--- config.mk ---
export PLATFORM = sky130hd
export DESIGN_NAME = regfile_sb_flat
export DESIGN_NICKNAME = d
export VERILOG_FILES = /design/src/rtl/regfile_sb_if.sv /design/src/rtl/regfile_sb.sv /design/src/flat_wrapper.sv
export SDC_FILE = /design/constraint.sdc
export NUM_CORES = 1
export LEC_CHECK = 0
export BUFFER_PORTS_ARGS = -buffer_cell sky130_fd_sc_hd__buf_2
export CORE_MARGIN = 1
export CORE_UTILIZATION = 60
export DETAILED_ROUTE_END_ITERATION = 8
export PLACE_DENSITY = 0.78
export SLEW_MARGIN = 20
export SYNTH_ARGS = -nofsm -noshare
export SYNTH_HDL_FRONTEND = slang
export SYNTH_SLANG_ARGS = --single-unit
export TNS_END_PERCENT = 20
--- constraint.sdc ---
create_clock -name clk -period 40.8 [get_ports clk]
set_clock_uncertainty 0.15 [all_clocks]
set_input_delay 0 -clock clk [delete_from_list [all_inputs] [get_ports clk]]
set_output_delay 0 -clock clk [all_outputs]
set_load 0.02 [all_outputs]
--- src/rtl/regfile_sb_if.sv ---
// Register file bus: WB write port, three operand read ports,
// decode issue marking and the resulting stall/error status.
interface regfile_sb_if #(
    parameter int FULLW = 32,
    parameter int REGAW = 4
);
    logic             we_in;
    logic [REGAW-1:0] wa_in;
    logic [FULLW-1:0] wd_in;
    logic [REGAW-1:0] ra1_in;
    logic [REGAW-1:0] ra2_in;
    logic [REGAW-1:0] ra3_in;
    logic             re1_in;
    logic             re2_in;
    logic             re3_in;
    logic [FULLW-1:0] rd1_out;
    logic [FULLW-1:0] rd2_out;
    logic [FULLW-1:0] rd3_out;
    logic [FULLW-1:0] pc_in;
    logic             issue_valid_in;
    logic             issue_we_in;
    logic [REGAW-1:0] issue_wa_in;
    logic             stall_out;
    logic             sb_err_out;

    modport master (
        output we_in, wa_in, wd_in,
        output ra1_in, ra2_in, ra3_in,
        output re1_in, re2_in, re3_in,
        output pc_in,
        output issue_valid_in, issue_we_in, issue_wa_in,
        input  rd1_out, rd2_out, rd3_out,
        input  stall_out, sb_err_out
    );

    modport slave (
        input  we_in, wa_in, wd_in,
        input  ra1_in, ra2_in, ra3_in,
        input  re1_in, re2_in, re3_in,
        input  pc_in,
        input  issue_valid_in, issue_we_in, issue_wa_in,
        output rd1_out, rd2_out, rd3_out,
        output stall_out, sb_err_out
    );
endinterface

--- src/rtl/regfile_sb.sv ---
// Architectural register file with WB bypass, PC+8 view of r15
// and a per-register pending-write scoreboard driving RAW stalls.
module regfile_sb #(
    parameter int FULLW = 32,
    parameter int REGAW = 4,
    parameter int NREGS = 16,
    parameter int PC_i  = 15,
    parameter int CNTW  = 2
) (
    input logic         clk,
    input logic         rst,
    regfile_sb_if.slave bus
);
    localparam logic [REGAW-1:0] PC_A    = REGAW'(PC_i);
    localparam logic [CNTW-1:0]  CNT_MAX = '1;
    localparam logic [CNTW-1:0]  CNT_ONE = CNTW'(1);

    logic [FULLW-1:0] regs [NREGS];
    logic [CNTW-1:0]  cnt  [NREGS];
    logic             sb_err;

    logic [REGAW-1:0] ra [3];
    logic [2:0]       re;
    logic [FULLW-1:0] rd [3];
    logic [2:0]       port_stall;

    logic             ret;
    logic             sat;
    logic             stall;
    logic             accept;
    logic             underflow;
    logic [FULLW-1:0] pc8;
    logic [NREGS-1:0] inc_v;
    logic [NREGS-1:0] dec_v;

    assign ra[0] = bus.ra1_in;
    assign ra[1] = bus.ra2_in;
    assign ra[2] = bus.ra3_in;
    assign re    = {bus.re3_in, bus.re2_in, bus.re1_in};

    assign pc8 = bus.pc_in + FULLW'(8);
    assign ret = bus.we_in && (bus.wa_in != PC_A);

    // Operand read with PC view, WB bypass and per-port RAW check
    always_comb begin
        for (int p = 0; p < 3; p++) begin
            rd[p] = regs[ra[p]];
            port_stall[p] = 1'b0;
            if (ra[p] == PC_A) begin
                rd[p] = pc8;
            end else begin
                if (ret && (bus.wa_in == ra[p]))
                    rd[p] = bus.wd_in;
                port_stall[p] = re[p] && (cnt[ra[p]] != '0) &&
                    !(bus.we_in && (bus.wa_in == ra[p]) &&
                      (cnt[ra[p]] == CNT_ONE));
            end
        end
    end

    assign sat = bus.issue_valid_in && bus.issue_we_in &&
                 (bus.issue_wa_in != PC_A) &&
                 (cnt[bus.issue_wa_in] == CNT_MAX);

    assign stall  = (|port_stall) || sat;
    assign accept = bus.issue_valid_in && bus.issue_we_in && !stall &&
                    (bus.issue_wa_in != PC_A);
    assign underflow = ret && (cnt[bus.wa_in] == '0);

    // Decode which counters are marked by issue and cleared by WB
    always_comb begin
        inc_v = '0;
        dec_v = '0;
        for (int i = 0; i < NREGS; i++) begin
            inc_v[i] = accept && (bus.issue_wa_in == REGAW'(i));
            dec_v[i] = ret && (bus.wa_in == REGAW'(i));
        end
    end

    // Register data: WB writes land at the edge, r15 writes dropped
    always_ff @(posedge clk or posedge rst) begin
        if (rst) begin
            for (int i = 0; i < NREGS; i++)
                regs[i] <= '0;
        end else if (ret) begin
            regs[bus.wa_in] <= bus.wd_in;
        end
    end

    // Pending counters: issue marks, WB clears, same-reg pair cancels
    always_ff @(posedge clk or posedge rst) begin
        if (rst) begin
            for (int i = 0; i < NREGS; i++)
                cnt[i] <= '0;
        end else begin
            for (int i = 0; i < NREGS; i++) begin
                if (inc_v[i] && !dec_v[i])
                    cnt[i] <= cnt[i] + CNT_ONE;
                else if (dec_v[i] && !inc_v[i] && cnt[i] != '0)
                    cnt[i] <= cnt[i] - CNT_ONE;
            end
        end
    end

    // Sticky flag for a WB retire with nothing pending
    always_ff @(posedge clk or posedge rst) begin
        if (rst)
            sb_err <= 1'b0;
        else if (underflow)
            sb_err <= 1'b1;
    end

    assign bus.rd1_out    = rd[0];
    assign bus.rd2_out    = rd[1];
    assign bus.rd3_out    = rd[2];
    assign bus.stall_out  = stall;
    assign bus.sb_err_out = sb_err;
endmodule

--- src/flat_wrapper.sv ---
// flat-port wrapper written by rule: the top's interface ports become plain ports
module regfile_sb_flat 
#(
    parameter int FULLW = 32,
    parameter int REGAW = 4,
    parameter int NREGS = 16,
    parameter int PC_i  = 15,
    parameter int CNTW  = 2
)
  (clk, rst, bus_we_in, bus_wa_in, bus_wd_in, bus_ra1_in, bus_ra2_in, bus_ra3_in, bus_re1_in, bus_re2_in, bus_re3_in, bus_pc_in, bus_issue_valid_in, bus_issue_we_in, bus_issue_wa_in, bus_rd1_out, bus_rd2_out, bus_rd3_out, bus_stall_out, bus_sb_err_out);
  regfile_sb_if #(.FULLW(FULLW), .REGAW(REGAW)) bus_i ();
  input logic clk;
  input logic rst;
  input wire logic [$bits(bus_i.we_in)-1:0] bus_we_in;
  input wire logic [$bits(bus_i.wa_in)-1:0] bus_wa_in;
  input wire logic [$bits(bus_i.wd_in)-1:0] bus_wd_in;
  input wire logic [$bits(bus_i.ra1_in)-1:0] bus_ra1_in;
  input wire logic [$bits(bus_i.ra2_in)-1:0] bus_ra2_in;
  input wire logic [$bits(bus_i.ra3_in)-1:0] bus_ra3_in;
  input wire logic [$bits(bus_i.re1_in)-1:0] bus_re1_in;
  input wire logic [$bits(bus_i.re2_in)-1:0] bus_re2_in;
  input wire logic [$bits(bus_i.re3_in)-1:0] bus_re3_in;
  input wire logic [$bits(bus_i.pc_in)-1:0] bus_pc_in;
  input wire logic [$bits(bus_i.issue_valid_in)-1:0] bus_issue_valid_in;
  input wire logic [$bits(bus_i.issue_we_in)-1:0] bus_issue_we_in;
  input wire logic [$bits(bus_i.issue_wa_in)-1:0] bus_issue_wa_in;
  output wire logic [$bits(bus_i.rd1_out)-1:0] bus_rd1_out;
  output wire logic [$bits(bus_i.rd2_out)-1:0] bus_rd2_out;
  output wire logic [$bits(bus_i.rd3_out)-1:0] bus_rd3_out;
  output wire logic [$bits(bus_i.stall_out)-1:0] bus_stall_out;
  output wire logic [$bits(bus_i.sb_err_out)-1:0] bus_sb_err_out;
  assign bus_i.we_in = bus_we_in;
  assign bus_i.wa_in = bus_wa_in;
  assign bus_i.wd_in = bus_wd_in;
  assign bus_i.ra1_in = bus_ra1_in;
  assign bus_i.ra2_in = bus_ra2_in;
  assign bus_i.ra3_in = bus_ra3_in;
  assign bus_i.re1_in = bus_re1_in;
  assign bus_i.re2_in = bus_re2_in;
  assign bus_i.re3_in = bus_re3_in;
  assign bus_i.pc_in = bus_pc_in;
  assign bus_i.issue_valid_in = bus_issue_valid_in;
  assign bus_i.issue_we_in = bus_issue_we_in;
  assign bus_i.issue_wa_in = bus_issue_wa_in;
  assign bus_rd1_out = bus_i.rd1_out;
  assign bus_rd2_out = bus_i.rd2_out;
  assign bus_rd3_out = bus_i.rd3_out;
  assign bus_stall_out = bus_i.stall_out;
  assign bus_sb_err_out = bus_i.sb_err_out;
  regfile_sb #(.FULLW(FULLW), .REGAW(REGAW), .NREGS(NREGS), .PC_i(PC_i), .CNTW(CNTW)) u_core (.clk(clk), .rst(rst), .bus(bus_i));
endmodule
== Word-level counts from Yosys, hierarchy flattened ==
Index checks and enable logic that the tools add are counted.
Storage, ports and cells
  bits in registers: 545
  input port bits: 92
  output and inout port bits: 98
  logic and storage cells: 366
Operators by class
  $add $sub $neg: 33
  magnitude comparators: 6
  equal/unequal tests: 42
  muxes and demuxes: 68
  bitwise operators: 5
  reduce and logical (&&, ||, !) cells: 179
Operators by type and width (count)
  $bwmux W512: 1
  $mux W32: 13
  $bmux W32 S4: 3
  $demux W32 S4: 1
  $logic_and A1 B1 Y1: 103
  $mux W2: 42
  $eq A4 B4 Y1 const B: 19
  $reduce_bool A2 Y1: 35
  $bmux W2 S4: 5
  $logic_not A1 Y1: 36
  $add A2 B1 Y2 const B: 16
  $add A32 B4 Y32 const B: 1
  $eq A4 B3 Y1 const B: 8
  $sub A2 B1 Y2 const B: 16
  $ge A5 B5 Y1 const B: 5
  $not A4 Y5: 5
  $eq A4 B2 Y1 const B: 4
  $eq A4 B4 Y1: 3
  $eq A4 B1 Y1 const B: 2
  $logic_not A4 Y1: 2
  $ne A4 B4 Y1 const B: 2
  $eq A2 B1 Y1 const B: 3
  $lt A5 B1 Y1 const B: 1
  $mux W1: 3
  other kinds (4): 4

== Longest topological paths before layout ==
Gate-level depths: netlist (run 1).
  depth in word-level cells: 20
  depth in mapped cells: 12
  gate-level depth less buffers: 9

== Worst setup path before layout (run 1) ==
OpenSTA, ideal clock, no wires.
  path kind: register to register
  start point: register u_core.cnt[3] (netlist bit)
  end point: register u_core.cnt[20] (netlist bit)
  setup time: 0.079 ns
  arrival: 2.961 ns
  data required time: 40.571 ns
  slack: 37.610 ns
  stages on the path, launching flop included: 11
  path buffers: 1
  period minus slack after synthesis: 3.190 ns
  cells stage by stage: dfrtp_1 mux4_2 mux4_2 and3_1 a41oi_1 and4_1 buf_4 inv_4 or4_4 mux2_1 mux2i_1
On the way
  word-level cells in the longest chain between the ends: 18
  elaborated cells between the ends (all ways): 47
  those cells by class: 4 x eq/ne; 16 x mux; 27 x reduce/logical
Ends and longest elaborated chain
  start, declared: RTL line regfile_sb.sv:19  | logic [CNTW-1:0] cnt [NREGS];
  start signal, assigned by index: RTL line regfile_sb.sv:98  | cnt[i] <= cnt[i] + CNT_ONE;
  start signal, assigned by index: RTL line regfile_sb.sv:100  | cnt[i] <= cnt[i] - CNT_ONE;
  $bmux W2 S4: RTL line regfile_sb.sv:54, regfile_sb.sv:56
  $mux W2 (not written as such) (2 in a row): RTL line regfile_sb.sv:54, regfile_sb.sv:56
  $eq A2 B1 Y1: RTL line regfile_sb.sv:56  | (cnt[ra[p]] == CNT_ONE));
  $logic_and A1 B1 Y1: RTL line regfile_sb.sv:55  | !(bus.we_in && (bus.wa_in == ra[p]) &&
  $logic_not A1 Y1: RTL line regfile_sb.sv:55
  $logic_and A1 B1 Y1: RTL line regfile_sb.sv:54  | port_stall[p] = re[p] && (cnt[ra[p]] != '0) &&
  $mux W1: RTL line regfile_sb.sv:49  | if (ra[p] == PC_A) begin
  $reduce_or A3 Y1: RTL line regfile_sb.sv:65  | assign stall = (|port_stall) || sat;
  $logic_or A1 B1 Y1 (*): RTL line regfile_sb.sv:65
  via bus_stall_out: RTL line flat_wrapper.sv:30  | output wire logic [$bits(bus_i.stall_out)-1:0] bus_stall_out;
  $logic_not A1 Y1 (*): RTL line regfile_sb.sv:66  | assign accept = bus.issue_valid_in && bus.issue_we_in && !stall &&
  $logic_and A1 B1 Y1 (*) (2 in a row): RTL line regfile_sb.sv:66
  $logic_and A1 B1 Y1 (*): RTL line regfile_sb.sv:75  | inc_v[i] = accept && (bus.issue_wa_in == REGAW'(i));
  $logic_not A1 Y1: RTL line regfile_sb.sv:99  | else if (dec_v[i] && !inc_v[i] && cnt[i] != '0)
  $logic_and A1 B1 Y1 (2 in a row): RTL line regfile_sb.sv:99
  $reduce_bool A2 Y1 (no source line)
Mark *: on every way through the listed nets, which the timed path passes. The rest lies on a longest branch. The select of a mux whose other input is x is not followed.
A chain may end at the register's enable or synchronous reset.

== Worst setup path in the final report (run 1) ==
  start point: input bus_ra1_in[0]
  end point: register u_core.cnt[20] (netlist bit)
On the way
  word-level cells in the longest chain between the ends: 19
  elaborated cells between the ends (all ways): 26
  those cells by class: 3 x eq/ne; 5 x mux; 1 x bitwise; 17 x reduce/logical
Ends and longest elaborated chain
  start, declared: RTL line flat_wrapper.sv:17  | input wire logic [$bits(bus_i.ra1_in)-1:0] bus_ra1_in;
  $not A4 Y5 (not written as such): RTL line regfile_sb.sv:54, regfile_sb.sv:56
  $bmux W2 S4: RTL line regfile_sb.sv:54, regfile_sb.sv:56
  $mux W2 (not written as such) (2 in a row): RTL line regfile_sb.sv:54, regfile_sb.sv:56
  $eq A2 B1 Y1: RTL line regfile_sb.sv:56
  $logic_and A1 B1 Y1: RTL line regfile_sb.sv:55
  $logic_not A1 Y1: RTL line regfile_sb.sv:55
  $logic_and A1 B1 Y1: RTL line regfile_sb.sv:54
  $mux W1 (*): RTL line regfile_sb.sv:49
  $reduce_or A3 Y1 (*): RTL line regfile_sb.sv:65
  $logic_or A1 B1 Y1 (*): RTL line regfile_sb.sv:65
  $logic_not A1 Y1 (*): RTL line regfile_sb.sv:66
  $logic_and A1 B1 Y1 (*) (2 in a row): RTL line regfile_sb.sv:66
  $logic_and A1 B1 Y1 (*): RTL line regfile_sb.sv:75
  $logic_not A1 Y1: RTL line regfile_sb.sv:99
  $logic_and A1 B1 Y1 (2 in a row): RTL line regfile_sb.sv:99
  $reduce_bool A2 Y1 (no source line)
Every way passes the cells marked *; elsewhere a longest branch is shown, timed or not. The select of a mux whose other input is x is not followed.

==> flow_metrics.py, run 1 <==
metrics = {
    "run_status": {
        "outcome": "complete, no violations",
    },
    "global_route": {
        "grt_use_total_pct": 36.9,
        "grt_overflow_total": 0,
        "grt_pass1_vias": 26321,
        "grt_pass1_wl_um": 165000,
        "grt_max_degree": 119,
        "grt_antenna_before_repair": 2,
    },
    "finish": {
        "drive_gt1_share_pct": 51.7,
        "multi_input_area_um2": 21100,
        "fillers": 4004,
        "syn2layout_area_growth_pct": 11.3,
        "nets": 2700,
        "regArea_um2": 13600,
        "final_cells": 3431,
    },
    "cts": {
        "clk_pin_slew_ps": 60,
        "clkLatencyLatePin_ps": 630,
        "cts.htree.levels": 2,
        "root_buffer": "clkbuf_16",
        "cts_tree": "yes",
        "cts_setup_buffers": 0,
        "ctsLongestPathBuffers": 3,
        "cts.sinks": 545,
        "ctsResizeCount": 0,
        "cts_buffers": 60,
    },
    "floorplanning": {
        "fp-row-count": 89,
        "die_area_um2": 60700,
        "pin_count": 190,
        "die_y_um": 246,
        "fp.dieW_um": 246,
        "core_area_um2": 59000,
        "start_util_pct": 60.7,
    },
    "placed_design": {
        "portBuffers": 189,
        "dp_cells": 3267,
        "gp_congestion": 0.933,
        "place.detailed.hpwl_um": 62300,
    },
    "logic_synthesis": {
        "synth_edf_count": 0,
        "ys.flop_type": "dfrtp_1",
        "syn_area_um2": 35800,
        "mappedNetlistNets": 2645,
        "syn_avg_cell_area_um2": 14.0,
        "ys_ff_latch": 545,
        "synth-seq-area-share_pct": 38.1,
        "ys_warn_count": 0,
        "synthCells": 2552,
        "async_flop_share_pct": 100,
        "yosysUniqueCellTypes": 55,
    },
    "critical_path": {
        "cp.required_ps": 41200,
        "cp_common_cell": "mux4_2",
        "cp_slowest_cell": "buf_4",
        "path_max_fanout": 48,
        "critical-path-top-delay-family": "simple AND/OR/NAND/NOR gates",
        "crit_path_end_kind": "register",
        "start_kind": "primary input",
        "cp_cell_sequence": "buf_8 > buf_4 > mux4_2 > mux4_2 > and3_1 > a41oi_1 > and4_1 > inv_4 > or4_4 > mux2_1 > mux2i_1",
        "crit_arrival_ps": 4810,
        "cpPeakStageDelay_ps": 890,
        "critPathBufInv": 3,
        "critPathKind": "in2reg",
    },
    "sta": {
        "max_freq_mhz": 227,
        "period_needed_ps": 4410,
        "slew_headroom_pct": 17.6,
        "setup_viol": 0,
        "fin_crit_sh_pct": 10.8,
        "rsz0062_at_grt": "no",
        "worstMarginPinSlew_ps": 1230,
        "finalHoldViolations": 0,
        "maxSlewViolCount": 0,
        "tns_ps": 0,
    },
    "drt": {
        "drt_pass1_iterations": 6,
        "drc_errors": 0,
        "ant_nets": 0,
        "wl_um": 108000,
        "vias": 25532,
        "vias_per_cell": 7.44,
        "drt-initial-drc-count": 2968,
        "routed-wl-met3_um": 12500,
        "highest_layer": "met4",
        "wl_per_cell_um": 31.6,
        "wl_met2_um": 50300,
        "wl_met1_um": 39300,
    },
    "power": {
        "leakage_nw": 16.2,
        "vdd_drop_max_mv": 0.0391,
        "p_per_area_nw_per_um2": 49.3,
    },
    "min_path": {
        "hp-class": "in2reg",
    },
    "job": {
        "cap_violations": 0,
    },
}
[cell usage in the layout, fill, tap and decap left out, types with 7 or more instances in the layout]
cell type,n
a21boi_0,7
a21oi_1,60
and3_1,16
buf_2,180
buf_4,50
bufinv_16,7
clkbuf_1,12
clkbuf_16,62
clkbuf_8,20
dfrtp_1,545
dlygate4sd3_1,50
inv_1,10
mux2_2,501
mux2i_1,64
mux4_2,509
nand2_1,177
nand3_1,33
nand4_1,13
nor2_1,88
nor2_4,11
nor2b_1,7
nor3_1,16
o21ai_0,60
o22a_1,10
xnor2_1,22
xor2_1,26
[logic make-up (layout without fill, tap and decap cells)]
family	after synthesis	count (layout)	synth area share (%)
other	0	2	0
xor gates and xnor gates	48	48	1.17
muxes	1075	1075	49.6
and+or+nand+nor	396	396	4.88
DFF	545	545	38.1
adders and majority gates	1	1	0.0349
AOI/OAI and AO/OA	178	178	2.98
buffers and inverters	309	413	3.28
[synthesized netlist by cell type, types with 6 or more instances]
cell | n | area share [%]
buf_1 | 44 | 0.46
nand2_1 | 179 | 1.9
a21boi_0 | 7 | 0.15
inv_1 | 11 | 0.12
and3_1 | 16 | 0.28
nand3_1 | 35 | 0.49
clkbuf_1 | 248 | 2.6
o21ai_0 | 60 | 0.84
nor3_1 | 18 | 0.25
nor2_1 | 99 | 1.0
a21oi_1 | 60 | 0.84
xnor2_1 | 22 | 0.54
nand4_1 | 13 | 0.23
mux2_2 | 501 | 16
dfrtp_1 | 545 | 38
mux2i_1 | 64 | 1.8
xor2_1 | 26 | 0.64
mux4_2 | 509 | 32
nor2b_1 | 7 | 0.12
o22a_1 | 10 | 0.24
a22oi_1 | 6 | 0.13
[per-layer routing]
layer	GRT usage, %	vias up
li1	-	10085
met1	49.5	13345
met2	55.6	1729
met3	9.29	373
met4	20.2	0
met5	0	-
[area by class of cell]
| cell class | instances | share of cell area [%] |
|---|---|---|
| clock inverters | 17 | 0.713 |
| well taps | 773 | 2.43 |
| inverters | 12 | 0.138 |
| flip-flops and latches | 545 | 34.2 |
| repair buffers | 290 | 4.79 |
| clock buffers | 94 | 4.70 |
| multi-input cells | 1698 | 53.0 |
| diodes | 2 | 0.0126 |
[tightest hold or removal path: stages]
cell,delay [ps]
dlygate4sd3_1,520
buf_2,220
nand2_1,90
nand2_1,50
[metrics by stage]
step | setup slack, ps | power, W | hold slack [ps] | instance area [µm²] | util (%)
detailed placement | 35680 | 0.00137 | 75.6 | 37200 | 63.0
floorplan | 25410 | 0.00120 | 1.69 | 35800 | -
finish | 36390 | 0.00196 | 134 | 39900 | 67.5
global placement | 35820 | 0.00133 | 60.7 | 37200 | 63.0
CTS | 36330 | 0.00196 | 102 | 39800 | 67.5
global route | 36040 | 0.00204 | 143 | 39900 | 67.5
[state kept, by name, summed over array words and instances, names as in the netlist]
| signal | count |
|---|---|
| u_core.bus.sb_err_out | 1 |
| u_core.cnt | 32 |
| u_core.regs | 512 |
[path summary, 6_finish.rpt]
check	slack, ps	cells past startpoint	end	start
hold / removal	130	4	u_core.regs[248]	bus_wd_in[24]
setup reg to reg	36660	9	u_core.cnt[20]	u_core.cnt[19]
setup / recovery	36390	11	u_core.cnt[20]	bus_ra1_in[0]
max in group asynchronous	36910	7	u_core.regs[422]	rst
hold reg to reg	260	0	u_core.regs[18]	u_core.regs[18]
min in group asynchronous	510	4	u_core.regs[306]	rst
[where the power goes]
group          total (W)  internal [W]  switching (W)  leakage, nW
clock network   0.000587      0.000357       0.000230         1.06
logic           0.000594      0.000349       0.000246         8.43
registers       0.000781      0.000658       0.000124         6.76
total            0.00196       0.00136       0.000599         16.2
[timing repair]
| item | in CTS | in global routing |
|---|---|---|
| hold endpoints to repair | 615 | 0 |
| hold buffers | 50 | 0 |
| endpoints found under the setup margin | 0 | 0 |
Power figures use the tool's default switching activity.
==> run 2, diff against run 1 <==
- clock period: 40.8 -> 4.1 ns (I/O delays scaled with it)
==> run 2 against run 1 <==
Highest routed layer unchanged. Sequential share of layout area is 0.32 points lower. Non-clock buffer count is 35 higher. Critical path type is now in2out. Critical endpoint is now bus_rd2_out[5]. Final cell count is 0.96% higher. Critical path depth is 1 lower. Combinational power grew to 10 times the previous value.
==> flow_metrics.py, run 2 (same netlist as run 1, synthesis figures left out) <==
metrics = {
    "run_status": {
        "outcome": "complete, no violations",
    },
    "cts": {
        "root_buffer": "clkbuf_16",
        "cts_buffers": 60,
        "ctsLongestPathBuffers": 3,
        "ctsResizeCount": 0,
        "clk_pin_slew_ps": 60,
        "cts.htree.levels": 2,
        "clkLatencyLatePin_ps": 630,
        "cts_setup_buffers": 0,
        "cts.sinks": 545,
        "cts_tree": "yes",
        "postCtsHoldBufs": 58,
    },
    "power": {
        "vdd_drop_max_mv": 0.426,
        "power_frac_clock_pct": 30.2,
        "p_comb_share_pct": 30.3,
        "leakage_nw": 16.4,
        "p_seq_share_pct": 39.5,
        "swShare_pct": 30.6,
        "p_int_w": 0.0137,
        "p_per_area_nw_per_um2": 491,
        "p_sw_w": 0.00604,
        "power_w": 0.0197,
    },
    "sta": {
        "finalHoldViolations": 0,
        "setup_viol": 0,
        "max_freq_mhz": 278,
        "maxSlewViolCount": 0,
        "worstMarginPinSlew_ps": 1190,
        "rsz0062_at_grt": "no",
        "slew_headroom_pct": 20.2,
        "worst_slack_ps": 501,
        "period_needed_ps": 3600,
        "fin_crit_sh_pct": 87.8,
    },
    "finish": {
        "finalInstanceArea_um2": 40200,
        "final_cell_mix": "dfrtp_1, mux4_2, mux2_2",
        "regArea_um2": 13600,
        "layout_commonest_cell": "dfrtp_1",
        "syn2layout_area_growth_pct": 12.3,
        "largest_register": "u_core.regs",
        "multi_input_area_um2": 21100,
        "nets": 2735,
        "largest_reg_flops": 512,
        "final_cells": 3464,
        "fillers": 3906,
        "drive_gt1_share_pct": 51.9,
    },
    "drt": {
        "ant_nets": 0,
        "vias_per_cell": 7.43,
        "drt-initial-drc-count": 3364,
        "drt_pass1_iterations": 6,
        "wl_per_cell_um": 32.0,
        "drc_errors": 0,
        "wl_um": 111000,
        "vias": 25745,
    },
    "placed_design": {
        "place.detailed.hpwl_um": 66200,
        "portBuffers": 189,
        "gp_congestion": 0.995,
        "dp_cells": 3295,
        "dp_slack_ps": 830,
        "dpl_cell_area_um2": 37500,
    },
    "global_route": {
        "grt_max_degree": 151,
        "grt_use_total_pct": 37.6,
        "grt_overflow_total": 0,
        "grt_pass1_vias": 26404,
        "grt_antenna_before_repair": 1,
        "grt_pass1_wl_um": 168000,
    },
    "critical_path": {
        "cp_common_cell": "buf_2",
        "cp_slowest_cell": "nor2_4",
        "reg2reg_depth": 9,
        "cp.required_ps": 3950,
        "r2r_end": "u_core.cnt[22]",
        "cp_cell_sequence": "dlygate4sd3_1 > buf_2 > xor2_1 > nor3_1 > nand3_1 > nor2_4 > buf_4 > mux2i_1 > a21oi_1 > buf_2",
        "critPathKind": "in2out",
        "path_max_fanout": 17,
        "start_kind": "primary input",
        "crit_path_end_kind": "primary output",
        "crit_arrival_ps": 3450,
        "crit-reg2reg-launch": "u_core.cnt[9]",
        "cpPeakStageDelay_ps": 970,
        "reg2reg_slack_ps": 610,
    },
    "floorplanning": {
        "core_area_um2": 59000,
        "pin_count": 190,
        "die_y_um": 246,
        "fp-row-count": 89,
        "die_area_um2": 60700,
        "start_util_pct": 60.7,
        "fp.dieW_um": 246,
    },
    "min_path": {
        "hold_depth": 4,
        "hold_start": "bus_wa_in[0]",
        "hp-class": "in2reg",
        "holdPathEnd": "u_core.bus.sb_err_out",
    },
    "job": {
        "cap_violations": 0,
    },
}
run 2: cell types whose count changed in the layout (fill, tap and decap cells not counted), sizes merged, moves of 3 or more:
cell         previous run  this run
dlygate4sd3            50        58
buf                   240       267
bufinv                  7        11
clkbuf                 94        88
clkinv                  7        10
run 2: critical path, delay by kind of cell:
family | cells | cell delay (ps)
AOI/OAI and AO/OA | 1 | 100
buffers and inverters | 4 | 1560
muxes | 1 | 330
and+or+nand+nor | 3 | 1330
xor gates and xnor gates | 1 | 120
run 2: layout make-up:
cell class | count | share of cell area, %
Clock inverter | 22 | 1.00
Multi-Input combinational cell | 1698 | 52.5
Sequential cell | 545 | 33.9
Timing Repair Buffer | 325 | 5.67
Inverter | 12 | 0.128
Tap cell | 773 | 2.40
Antenna cell | 1 | 0.00622
Clock buffer | 88 | 4.37
run 2: routing by layer:
metal  global-route usage, %  routed length [µm]  up-vias
met3                    8.88               12300      336
met2                    57.2               52000     1776
met4                    18.4                6040        0
met1                    51.5               40500    13476
met5                       0                   0        -
li1                        -                   -    10157
run 2: per-stage QoR:
step	TNS [ps]	util, %	hold slack, ps
after floorplan	-1887830	-	1.69
after global placement	0	63.5	12.7
after detailed placement	0	63.5	25.6
after CTS	0	68.1	51.1
after global routing	0	68.1	111
final	0	68.1	81.9
run 2: power groups by stage:
stage                     logic, W  registers (W)  clock network (W)
after global placement     0.00570        0.00760                  0
final                      0.00598        0.00780            0.00596
after detailed placement   0.00584        0.00780                  0
after floorplan            0.00460        0.00738                  0
after global routing       0.00633        0.00795            0.00619
after CTS                  0.00596        0.00773            0.00599
run 2: how the worst max path moves through the flow:
stage | cells after the start | startpoint | end | slack [ps]
after floorplan | 1 | rst | u_core.bus.sb_err_out | -3460
after global placement | 9 | u_core.cnt[31] | u_core.cnt[20] | 760
after detailed placement | 9 | u_core.cnt[9] | u_core.cnt[20] | 830
after CTS | 11 | bus_wa_in[3] | bus_rd3_out[3] | 610
after global routing | 9 | u_core.cnt[25] | u_core.cnt[22] | 420
final | 10 | bus_wa_in[3] | bus_rd2_out[5] | 500
==> run 3, diff against run 2 <==
- CORE_UTILIZATION: 60 -> 57
- clock period: 4.1 -> 2.99 ns (I/O delays scaled with it)
==> run 3 against run 2 <==
Highest routed layer is now met5. Utilization decreased by 1.7 points. Non-clock buffer count increased by 84. Combinational power increased by 47%. The flow now finishes with violations (hold timing, setup timing). First-iteration DRC count increased by 0.27%. Largest cell class unchanged.
==> flow_metrics.py, run 3 (same netlist as run 1, synthesis figures left out) <==
metrics = {
    "sta": {
        "worst_slack_ps": -198,
        "slew_headroom_pct": 28.7,
        "setup_viol": 19,
        "finalHoldViolations": 2,
        "worstMarginPinSlew_ps": 1070,
        "period_needed_ps": 3190,
        "fin_crit_sh_pct": 107,
        "rsz0062_at_grt": "yes",
        "whs_ps": -22.0,
        "max_freq_mhz": 314,
        "tns_ps": -1580,
        "maxSlewViolCount": 0,
    },
    "critical_path": {
        "reg2reg_depth": 9,
        "crit-reg2reg-launch": "u_core.cnt[27]",
        "r2r_end": "u_core.cnt[20]",
        "start_kind": "register",
        "critPathKind": "reg2reg",
        "cp.required_ps": 3400,
        "path_max_fanout": 3,
        "reg2reg_slack_ps": -200,
        "crit_arrival_ps": 3590,
        "crit_path_end_kind": "register",
    },
    "global_route": {
        "grt_use_total_pct": 36.5,
        "grt_overflow_total": 0,
        "grt_antenna_before_repair": 2,
        "grt_max_degree": 115,
        "grt_pass1_wl_um": 172000,
        "grt_pass1_vias": 27333,
    },
    "placed_design": {
        "portBuffers": 189,
        "gp_congestion": 0.994,
        "dp_cells": 3442,
        "place.detailed.hpwl_um": 68300,
    },
    "floorplanning": {
        "fp-row-count": 91,
        "die_y_um": 253,
        "pin_count": 190,
        "fp.dieW_um": 253,
        "die_area_um2": 63800,
        "core_area_um2": 61900,
        "start_util_pct": 57.8,
    },
    "cts": {
        "clk_pin_slew_ps": 60,
        "ctsLongestPathBuffers": 3,
        "clkLatencyLatePin_ps": 630,
        "cts.htree.levels": 2,
        "cts.sinks": 545,
        "cts_buffers": 58,
        "root_buffer": "clkbuf_16",
        "cts_tree": "yes",
    },
    "finish": {
        "regArea_um2": 13600,
        "multi_input_area_um2": 21300,
        "syn2layout_area_growth_pct": 15.0,
        "nets": 2817,
        "largest_reg_flops": 512,
        "drive_gt1_share_pct": 54.4,
        "final_cells": 3605,
        "largest_register": "u_core.regs",
        "layout_commonest_cell": "dfrtp_1",
        "fillers": 4200,
        "final_cell_mix": "dfrtp_1, mux4_2, mux2_2",
    },
    "power": {
        "p_int_w": 0.0184,
        "leakage_nw": 16.9,
        "swShare_pct": 31.3,
        "p_per_area_nw_per_um2": 649,
        "p_sw_w": 0.00837,
        "power_frac_clock_pct": 27.4,
        "vdd_drop_max_mv": 0.456,
        "power_w": 0.0267,
        "p_seq_share_pct": 39.7,
        "p_comb_share_pct": 32.9,
    },
    "drt": {
        "wl_um": 114000,
        "drc_errors": 0,
        "drt_pass1_iterations": 6,
        "drt-initial-drc-count": 3373,
        "vias_per_cell": 7.30,
        "wl_per_cell_um": 31.6,
        "ant_nets": 0,
        "vias": 26319,
    },
    "run_status": {
        "outcome": "finished, violations left",
        "violations": "hold timing, setup timing",
    },
    "min_path": {
        "hold_start": "bus_issue_valid_in",
        "hold_depth": 6,
        "hp-class": "in2reg",
        "holdPathEnd": "u_core.cnt[11]",
    },
    "job": {
        "cap_violations": 0,
    },
}
## run 3: changes by cell type in the layout (fill, tap and decap cells not counted), moves of 5 or more
cell       before  now
buf_2         180  173
buf_6           3   11
o21ai_0        60   41
nand3_1        33   28
clkbuf_8       15   10
o21ai_1         0   15
bufinv_16      11    5
a21boi_0        7    0
a21boi_1        0    5
buf_12          9   32
buf_4          72  135
## run 3: how the worst max path moves through the flow
stage | startpoint | endpoint | slack [ps] | depth (start not counted)
floorplan | rst | u_core.bus.sb_err_out | -4570 | 1
global placement | u_core.cnt[27] | u_core.cnt[6] | -230 | 9
detailed placement | u_core.cnt[27] | u_core.cnt[6] | -260 | 9
CTS | u_core.cnt[27] | u_core.cnt[20] | -150 | 9
global route | u_core.cnt[27] | u_core.cnt[20] | -240 | 9
finish | u_core.cnt[27] | u_core.cnt[20] | -200 | 9
## run 3: area by class of cell
type	count	share of cell area, %
diodes	1	0.00608
clock buffers	83	4.00
clock inverters	20	0.599
inverters	12	0.125
multi-input cells	1698	51.7
flip-flops and latches	545	33.1
well taps	837	2.54
repair buffers	409	7.90
## run 3: worst max-delay path, stage by stage, from the launching register on
cell,delay (ps)
dfrtp_1,410
mux4_2,500
mux4_2,470
and3_4,200
a41oi_2,150
and4_4,270
inv_4,40
or4_4,500
mux2_4,310
mux2i_1,110
## run 3: metal layers
layer  up-vias  wire [µm]  GRT usage [%]
met4         2       6570           19.3
met2      1892      53800           55.9
met5         -         13              0
met3       391      12800           8.94
li1      10336          -              -
met1     13698      40800           48.8
## run 3: power by group through the flow
stage                     sequential, W  combinational, W  clock (W)
final                            0.0106           0.00880    0.00732
after global routing             0.0108           0.00927    0.00764
after CTS                        0.0105           0.00861    0.00737
after detailed placement         0.0106           0.00845          0
after global placement           0.0103           0.00822          0
after floorplan                  0.0101           0.00631          0
## run 3: through the flow
stage / hold WS, ps / area, µm² / worst slack, ps / util [%]
finish: -22.0 / 41200 / -198 / 66.5
global route: -2.22 / 41200 / -240 / 66.5
CTS: 1.77 / 40900 / -147 / 66.1
detailed placement: -58.5 / 38500 / -256 / 62.1
global placement: -68.3 / 38500 / -232 / 62.1
floorplan: 1.69 / 35800 / -4570 / -
## run 3: timing repair
action,4_1_cts,5_1_grt
endpoints found under the hold margin,985,2
pin swaps,5,16
endpoints found under the setup margin,31,52
buffers inserted,2,2
hold buffers,53,1
gates resized for setup,14,67
gates cloned,0,1
